## config.mk

```make
export PLATFORM = sky130hd
export DESIGN_NAME = uart_program_loader
export DESIGN_NICKNAME = d
export VERILOG_FILES = /design/src/rtl/loader_pkg.sv /design/src/rtl/uart_rx_byte.sv /design/src/rtl/uart_program_loader.sv
export SDC_FILE = /design/constraint.sdc
export NUM_CORES = 1
export LEC_CHECK = 0
export CAP_MARGIN = 20
export CORE_MARGIN = 4
export CORE_UTILIZATION = 55
export DETAILED_ROUTE_END_ITERATION = 10
export GPL_TIMING_DRIVEN = 0
export HOLD_SLACK_MARGIN = 0.1
export PLACE_DENSITY = 0.87
export SETUP_SLACK_MARGIN = 0.02
export SYNTH_ARGS = -nofsm -noshare
export SYNTH_HDL_FRONTEND = slang
export SYNTH_SLANG_ARGS = --single-unit
```

## constraint.sdc

```tcl
create_clock -name iClock -period 4.9 [get_ports iClock]
set_input_delay 0.98 -clock iClock [delete_from_list [all_inputs] [get_ports iClock]]
set_output_delay 0.98 -clock iClock [all_outputs]
set_load 0.02 [all_outputs]
```

## src/rtl/loader_pkg.sv

```systemverilog
// Shared constants and state encodings for the UART program loader.
package loader_pkg;

    localparam logic [7:0] LOADER_HEADER = 8'hA5;

    typedef enum logic [2:0] {
        IDLE,
        LEN_LO,
        LEN_HI,
        DATA,
        CHECK,
        DONE,
        ERROR
    } loader_state_e;

    typedef enum logic [1:0] {
        RX_IDLE,
        RX_START,
        RX_DATA,
        RX_STOP
    } rx_state_e;

endpackage

```

## src/rtl/uart_rx_byte.sv

```systemverilog
// 8N1 UART byte receiver with 2-flop input synchroniser and mid-bit sampling.
// Latency: byte/framing strobe one cycle after the stop-bit mid sample.
// No backpressure: strobes are single-cycle and must be consumed immediately.
module uart_rx_byte
    import loader_pkg::*;
#(
    parameter int CLKS_PER_BIT = 434
) (
    input  logic       iClock,
    input  logic       iReset,
    input  logic       iRx,
    output logic [7:0] oByte,
    output logic       oByteValid,
    output logic       oFrameErr
);

    localparam int CW = $clog2(CLKS_PER_BIT + 1);
    localparam logic [CW-1:0] FULL_LAST = CW'(CLKS_PER_BIT - 1);
    localparam logic [CW-1:0] HALF_LAST = CW'(CLKS_PER_BIT / 2 - 1);

    rx_state_e       state, state_d;
    logic            sync1, sync2, rx_prev;
    logic [CW-1:0]   cnt, cnt_d;
    logic [2:0]      bit_idx, bit_idx_d;
    logic [7:0]      shreg, shreg_d;
    logic [7:0]      byte_d;
    logic            vld_d, ferr_d;

    always_ff @(posedge iClock) begin
        if (iReset) begin
            sync1      <= 1'b1;
            sync2      <= 1'b1;
            rx_prev    <= 1'b1;
            state      <= RX_IDLE;
            cnt        <= '0;
            bit_idx    <= '0;
            shreg      <= '0;
            oByte      <= '0;
            oByteValid <= 1'b0;
            oFrameErr  <= 1'b0;
        end else begin
            sync1      <= iRx;
            sync2      <= sync1;
            rx_prev    <= sync2;
            state      <= state_d;
            cnt        <= cnt_d;
            bit_idx    <= bit_idx_d;
            shreg      <= shreg_d;
            oByte      <= byte_d;
            oByteValid <= vld_d;
            oFrameErr  <= ferr_d;
        end
    end

    always_comb begin
        state_d   = state;
        cnt_d     = cnt + 1'b1;
        bit_idx_d = bit_idx;
        shreg_d   = shreg;
        byte_d    = oByte;
        vld_d     = 1'b0;
        ferr_d    = 1'b0;
        case (state)
            RX_IDLE: begin
                cnt_d = '0;
                if (rx_prev && !sync2) state_d = RX_START;
            end
            RX_START: begin
                // A start bit that is high again at mid-bit was only a glitch.
                if (cnt == HALF_LAST) begin
                    cnt_d     = '0;
                    bit_idx_d = '0;
                    state_d   = sync2 ? RX_IDLE : RX_DATA;
                end
            end
            RX_DATA: begin
                if (cnt == FULL_LAST) begin
                    cnt_d     = '0;
                    shreg_d   = {sync2, shreg[7:1]};
                    bit_idx_d = bit_idx + 1'b1;
                    if (bit_idx == 3'd7) state_d = RX_STOP;
                end
            end
            RX_STOP: begin
                if (cnt == FULL_LAST) begin
                    cnt_d   = '0;
                    state_d = RX_IDLE;
                    if (sync2) begin
                        vld_d  = 1'b1;
                        byte_d = shreg;
                    end else begin
                        ferr_d = 1'b1;
                    end
                end
            end
            default: state_d = RX_IDLE;
        endcase
    end

endmodule

```

## src/rtl/uart_program_loader.sv

```systemverilog
// Receives a framed subleq image over UART and writes it to CPU memory, holding the CPU in reset.
// Latency: each word is written the cycle after its 4th byte strobe; optional checksum via LOADER_CHECKSUM_EN.
// No backpressure: the memory write port must accept every oMemWe pulse.
module uart_program_loader
    import loader_pkg::*;
#(
    parameter int CLKS_PER_BIT = 434,
    parameter int ADDR_WIDTH   = 8
) (
    input  logic                  iClock,
    input  logic                  iReset,
    input  logic                  iRx,
    output logic                  oMemWe,
    output logic [ADDR_WIDTH-1:0] oMemAddr,
    output logic [31:0]           oMemData,
    output logic                  oCpuHold,
    output logic                  oBusy,
    output logic                  oDone,
    output logic                  oError,
    output logic [15:0]           oWordCount
);

    localparam logic [16:0] MAX_WORDS = 17'(1 << ADDR_WIDTH);

    logic [7:0] rx_byte;
    logic       rx_vld, rx_ferr;

    uart_rx_byte #(.CLKS_PER_BIT(CLKS_PER_BIT)) u_rx (
        .iClock     (iClock),
        .iReset     (iReset),
        .iRx        (iRx),
        .oByte      (rx_byte),
        .oByteValid (rx_vld),
        .oFrameErr  (rx_ferr)
    );

    loader_state_e         state, state_d;
    logic [7:0]            len_lo, len_lo_d;
    logic [ADDR_WIDTH-1:0] wr_addr, wr_addr_d, addr_d;
    logic [1:0]            byte_idx, byte_idx_d;
    logic [23:0]           asm_q, asm_d;
    logic [31:0]           data_d;
    logic [15:0]           wc_d, n_rx;
    logic                  we_d, busy_d, done_d, error_d, hold_d;
    logic                  go_done, go_error, frame_end;
    logic                  is_hdr, oversize, last_word;
`ifdef LOADER_CHECKSUM_EN
    logic [7:0]            csum, csum_d;
`endif

    assign is_hdr    = rx_vld && (rx_byte == LOADER_HEADER);
    assign n_rx      = {rx_byte, len_lo};
    assign oversize  = {1'b0, n_rx} > MAX_WORDS;
    assign last_word = (16'(wr_addr) == oWordCount - 16'd1);

    always_ff @(posedge iClock) begin
        if (iReset) begin
            state      <= IDLE;
            len_lo     <= '0;
            wr_addr    <= '0;
            byte_idx   <= '0;
            asm_q      <= '0;
            oMemWe     <= 1'b0;
            oMemAddr   <= '0;
            oMemData   <= '0;
            oCpuHold   <= 1'b0;
            oBusy      <= 1'b0;
            oDone      <= 1'b0;
            oError     <= 1'b0;
            oWordCount <= '0;
`ifdef LOADER_CHECKSUM_EN
            csum       <= '0;
`endif
        end else begin
            state      <= state_d;
            len_lo     <= len_lo_d;
            wr_addr    <= wr_addr_d;
            byte_idx   <= byte_idx_d;
            asm_q      <= asm_d;
            oMemWe     <= we_d;
            oMemAddr   <= addr_d;
            oMemData   <= data_d;
            oCpuHold   <= hold_d;
            oBusy      <= busy_d;
            oDone      <= done_d;
            oError     <= error_d;
            oWordCount <= wc_d;
`ifdef LOADER_CHECKSUM_EN
            csum       <= csum_d;
`endif
        end
    end

    always_comb begin
        state_d    = state;
        len_lo_d   = len_lo;
        wr_addr_d  = wr_addr;
        byte_idx_d = byte_idx;
        asm_d      = asm_q;
        we_d       = 1'b0;
        addr_d     = oMemAddr;
        data_d     = oMemData;
        hold_d     = oCpuHold;
        busy_d     = oBusy;
        done_d     = oDone;
        error_d    = oError;
        wc_d       = oWordCount;
        go_done    = 1'b0;
        go_error   = 1'b0;
        frame_end  = 1'b0;
`ifdef LOADER_CHECKSUM_EN
        csum_d     = csum;
        if (rx_vld) csum_d = csum ^ rx_byte;
`endif
        case (state)
            IDLE, ERROR: begin
                if (is_hdr) begin
                    state_d = LEN_LO;
                    done_d  = 1'b0;
                    error_d = 1'b0;
                    busy_d  = 1'b1;
                    hold_d  = 1'b1;
                end
            end
            LEN_LO: begin
                if (rx_vld) begin
                    len_lo_d = rx_byte;
                    state_d  = LEN_HI;
`ifdef LOADER_CHECKSUM_EN
                    csum_d   = rx_byte;
`endif
                end
            end
            LEN_HI: begin
                if (rx_vld) begin
                    wc_d = n_rx;
                    if (oversize) begin
                        go_error = 1'b1;
                    end else if (n_rx == 16'd0) begin
                        frame_end = 1'b1;
                    end else begin
                        wr_addr_d  = '0;
                        byte_idx_d = '0;
                        state_d    = DATA;
                    end
                end
            end
            DATA: begin
                if (rx_vld) begin
                    byte_idx_d = byte_idx + 1'b1;
                    case (byte_idx)
                        2'd0:    asm_d[7:0]   = rx_byte;
                        2'd1:    asm_d[15:8]  = rx_byte;
                        2'd2:    asm_d[23:16] = rx_byte;
                        default: begin
                            we_d      = 1'b1;
                            addr_d    = wr_addr;
                            data_d    = {rx_byte, asm_q};
                            wr_addr_d = wr_addr + 1'b1;
                            frame_end = last_word;
                        end
                    endcase
                end
            end
`ifdef LOADER_CHECKSUM_EN
            CHECK: begin
                if (rx_vld) begin
                    if (rx_byte == csum) go_done  = 1'b1;
                    else                 go_error = 1'b1;
                end
            end
`endif
            DONE:    state_d = IDLE;
            default: state_d = IDLE;
        endcase

`ifdef LOADER_CHECKSUM_EN
        if (frame_end) state_d = CHECK;
`else
        if (frame_end) go_done = 1'b1;
`endif
        if (rx_ferr && state != IDLE) go_error = 1'b1;

        // The hold stays asserted on error so a partial image never runs.
        if (go_error) begin
            state_d = ERROR;
            busy_d  = 1'b0;
            error_d = 1'b1;
            hold_d  = 1'b1;
        end else if (go_done) begin
            state_d = DONE;
            busy_d  = 1'b0;
            done_d  = 1'b1;
            hold_d  = 1'b0;
        end
    end

endmodule

```

# Word level (Yosys, flattened, before mapping)
# Cells that the tools add are included.
[totals]
ff_bits = 141
inputBits = 3
output_inout_bits = 61
wordCells = 169
[classes]
add_sub_neg = 5
order_cmp = 1
n_eq_ne = 36
muxes = 57
bitwise = 5
n_reduce_logical = 39
[ops]
columns = ["op", "n"]
rows = [
  ["two-way mux 8 bit", 5],
  ["two-way mux 3 bit", 9],
  ["one-hot mux 9 bit (3 select lines)", 1],
  ["two-way mux 1 bit", 24],
  ["two-way mux 2 bit", 10],
  ["two-way mux 9 bit", 2],
  ["AND reduction 3 bit", 6],
  ["AND reduction 6 bit", 3],
  ["== test 8 x 16 -> 1 bit", 1],
  ["greater-than comparator 16 x 9 -> 1 bit, second input constant", 1],
  ["logical NOT 16 bit", 1],
  ["one-hot mux 8 bit (2 select lines)", 1],
  ["subtractor 16 x 1 -> 16 bit, second input constant", 1],
  ["inequality test 2 x 1 -> 1 bit, second input constant", 7],
  ["inequality test 3 bit, second input constant", 4],
  ["inequality test 4 bit, second input constant", 3],
  ["one-hot mux 3 bit (4 select lines)", 1],
  ["AND reduction 2 bit", 6],
  ["OR reduction 3 bit", 4],
  ["AND reduction 5 bit", 2],
  ["adder 9 x 1 -> 9 bit, second input constant", 1],
  ["== test 9 x 8 -> 1 bit, second input constant", 1],
  ["== test 9 bit, second input constant", 1],
  ["nonzero test 3 bit", 3],
  ["other kinds (23)", 45],
]

# Logic depth before layout (Yosys ltp)
[depth]
word_depth = 8
mapped_depth = 10
depth_no_buf = 8

# Modules after synthesis
# Synthesis repeated with hierarchy kept, for this count alone.
[unflattened]
cells_unflattened = 757
hier_area_um2 = 6149.6
[modules_own_cells]
columns = ["mod", "instances", "cells_per_inst", "area_each_um2"]
rows = [
  ["uart_program_loader", 1, 584, 4558.1],
  ["uart_rx_byte", 1, 173, 1591.5],
]

# Least setup slack after synthesis
# No wires, ideal clock.
[synth_timing]
path_kind = "register to register"
from = "reg oWordCount[0]"
to = "reg oDone"
setup_time_ns = 0.087
t_arrival_ns = 2.781
t_required_ns = 4.813
path_slack_ns = 2.032
stages_incl_launch_ff = 10
path_buffers = 1
synth_period_minus_slack_ns = 2.868
path_cell_list = "dfxtp_1 clkbuf_1 inv_1 ha_1 xnor2_1 nor4_1 or3b_1 or4_1 or3_1 o31ai_1"
[synth_via]
elab_chain_cells = 8
[synth_rtl]
columns = ["element", "line", "source"]
rows = [
  ["start: declaration", "uart_program_loader.sv:20", "output logic [15:0] oWordCount"],
  ["start signal: assignment", "uart_program_loader.sv:87", "oWordCount <= wc_d;"],
  ["subtractor 16 x 1 -> 16 bit", "uart_program_loader.sv:54", "assign last_word = (16'(wr_addr) == oWordCount - 16'd1);"],
  ["== test 8 x 16 -> 1 bit", "uart_program_loader.sv:54", ""],
  ["two-way mux 1 bit", "uart_program_loader.sv:151", "case (byte_idx)"],
  ["two-way mux 1 bit", "uart_program_loader.sv:149", "if (rx_vld) begin"],
  ["one-hot mux 1 bit (2 select lines)", "uart_program_loader.sv:115", "case (state)"],
  ["two-way mux 1 bit", "uart_program_loader.sv:180", "if (frame_end) go_done = 1'b1;"],
  ["two-way mux 1 bit", "uart_program_loader.sv:190", "end else if (go_done) begin"],
  ["two-way mux 1 bit", "uart_program_loader.sv:185", "if (go_error) begin"],
  ["end signal: assignment", "uart_program_loader.sv:85", "oDone <= done_d;"],
  ["end: declaration", "uart_program_loader.sv:18", "output logic oDone,"],
]
# No other way between the ends.
# A chain may end at the register's enable or synchronous reset.

# Final worst setup path
# Ends and elaborated chain as after synthesis.

==> impl_metrics.json <==
{
  "status": "completed",
  "area_growth_pct": 23.0,
  "synth_commonest_cells": "173 x nand2_1, 141 x dfxtp_1, 100 x a21oi_1, 57 x nor2_1, 45 x clkbuf_1",
  "syn_inst": 736,
  "finalHoldViolations": 0,
  "p_clk_frac": 0.507,
  "power_density_nw_per_um2": 328,
  "drc": 0,
  "core_area_um2": 10500,
  "arrival_ps": 3670,
  "routedWlPerCell_um": 16.0,
  "cts_resized": 0,
  "path_clk_slew_ps": 60,
  "grt_pass1_vias": 5459,
  "synthArstFlopShare": 0,
  "cts-buffers-inserted": 17,
  "finalCritPeriodShare": 0.660,
  "rsz0062_at_grt": "false",
  "hpwl_um": 10700,
  "dp_cells": 935,
  "crit_path_max_fanout": 7,
  "synthTopCellsByArea": "dfxtp_1 47%, nand2_1 11%, a21oi_1 8.4%, nor2_1 3.6%, mux2i_1 3.4%",
  "hp-class": "reg2reg",
  "place_congestion": 0.943,
  "p_comb_frac": 0.015,
  "clock_sinks": 141,
  "setup_viol": 0,
  "ant_nets": 0,
  "final.fill_count": 775,
  "portBuffers": 63,
  "antenna_cells": 0,
  "finClkSkew_ps": 8.49,
  "via_per_inst": 5.78,
  "peakVddDrop_v": 0.000190,
  "p_sw_mw": 0.558,
  "final_util": 0.701,
  "first_pass_iters": 5,
  "drtIter0Drc": 747,
  "cts_tree": "yes",
  "antenna_found_initial": 0,
  "row_count": 37,
  "syn_area_per_cell_um2": 8.10,
  "leakagePower_nw": 2.53,
  "drive_gt1_frac": 0.0626,
  "endpoint_kind": "flip-flop",
  "synth_top_area_frac": 0.473,
  "vias": 5591,
  "grt.total_usage": 0.247,
  "maxCapViolations": 0,
  "p_sw_frac": 0.232,
  "dieArea_um2": 12600,
  "start_kind": "flip-flop",
  "internal-power_mw": 1.85,
  "clockBufferDepth": 2,
  "syn-num-nets": 750,
  "cts_max_level": 4,
  "synth.distinct_cells": 60,
  "pwr-share-seq": 0.478,
  "multiInputGateArea_um2": 2880,
  "yosysWarnings": 0,
  "yosysSeqAreaShare": 0.473,
  "critPathKind": "reg2reg",
  "fin_nets": 832,
  "grt_pass1_wl_um": 25600,
  "start_util": 0.570,
  "postLayoutSetupSlackWorst_ps": 1660,
  "synth-main-ff-cell": "dfxtp_1",
  "die_height_um": 112,
  "instances_no_fill": 967,
  "finalMaxSlewViolations": 0,
  "die_x_um": 112,
  "insertion_delay_ps": 520,
  "design.portCount": 64,
  "cts-root-buf": "clkbuf_8",
  "slew_headroom": 0.382,
  "place_ws_ps": 1720,
  "tightest_slew_ps": 923,
  "max_freq_mhz": 309,
  "netlist_area_um2": 5960,
  "wl_um": 15500,
  "required_ps": 5340,
  "regArea_um2": 2820,
  "hold_ws_ps": 411,
  "post_cts_buffers": 0,
  "final.setup.tns_ps": 0,
  "synth_top_area_cell": "dfxtp_1",
  "grt_max_degree": 17,
  "grt_overflow": 0,
  "layout_min_cycle_time_ps": 3240,
  "holdBufCountCts": 0,
  "synth_seq_cells": 141,
  "yosysMostFrequentCell": "nand2_1",
  "synth_edf_count": 0
}
## layout make-up
type / count / share of cell area
plain buffers: 50 / 0.0275
flip-flops and latches: 141 / 0.385
inverters: 15 / 0.00768
clock inverters: 15 / 0.0213
multi-input cells: 530 / 0.393
well taps: 136 / 0.0232
clock buffers: 17 / 0.0565
repair buffers: 63 / 0.0860
## cells in the final DEF, fill, tap and decap left out, types with 15 or more instances in the layout
cell type,netlist,final
nor2_1,57,57
clkbuf_16,0,16
a21oi_1,100,100
nand3_1,35,35
mux2i_1,20,20
inv_1,15,15
clkbuf_1,45,45
dfxtp_1,141,141
clkdlybuf4s50_1,0,63
nand2_1,173,173
## metrics by stage
stage	instance area [um^2]	power [mW]
after floorplan	5960	1.20
after detailed placement	6760	1.21
after global placement	6760	1.21
after CTS	7330	2.41
final	7330	2.41
after global routing	7330	2.47
## final timing paths
| kind | from | endpoint | slack (ps) | cells past startpoint |
|---|---|---|---|---|
| worst max-delay path | oWordCount[0] | oDone | 1660 | 9 |
| worst min-delay path | u_rx.sync1 | u_rx.sync2 | 410 | 1 |
| worst max register to register | oWordCount[0] | oDone | 1660 | 9 |
| worst min register to register | u_rx.sync1 | u_rx.sync2 | 410 | 1 |
## critical path: stages (launching register included)
cell      delay, ps
dfxtp_1         330
clkbuf_1        330
inv_1            90
ha_1            330
xnor2_1         140
nor4_1          340
or3b_1          370
or4_1           590
or3_1           390
o31ai_1         240
## routing by layer
metal | global-route usage | vias to the layer above | part of all wire
li1 | - | 2664 | -
met1 | 0.300 | 2615 | 0.41
met2 | 0.423 | 269 | 0.49
met3 | 0.0588 | 43 | 0.075
met4 | 0.0994 | 0 | 0.027
met5 | 0 | - | 0
## cells by family (layout without fill, tap and decap cells)
family | Yosys count | count (layout) | share of synthesized area
compound gates | 138 | 138 | 0.135
xor+xnor | 20 | 20 | 0.0294
fa+ha+maj | 11 | 11 | 0.0231
buf+inv | 65 | 160 | 0.0432
flops | 141 | 141 | 0.473
mux | 22 | 22 | 0.0374
simple gates | 339 | 339 | 0.259
## power by group through the flow
stage | Sequential, mW | Clock (mW) | Combinational [mW]
2_1_floorplan | 1.17 | 0 | 0.0240
5_1_grt | 1.15 | 1.28 | 0.0405
3_3_place_gp | 1.17 | 0 | 0.0336
4_1_cts | 1.15 | 1.23 | 0.0353
6_report | 1.15 | 1.22 | 0.0364
3_5_place_dp | 1.17 | 0 | 0.0348
## registers in the layout (all words and copies together), names as in the netlist, 2 cells and up, named ones only
register and count:
state 3, u_rx.oByte 8, u_rx.bit_idx 3, len_lo 8, oMemAddr 8, byte_idx 2, u_rx.shreg 8, u_rx.cnt 9
oWordCount 16, asm_q 24, wr_addr 8, oMemData 32
(Power assumes the default switching activity.)
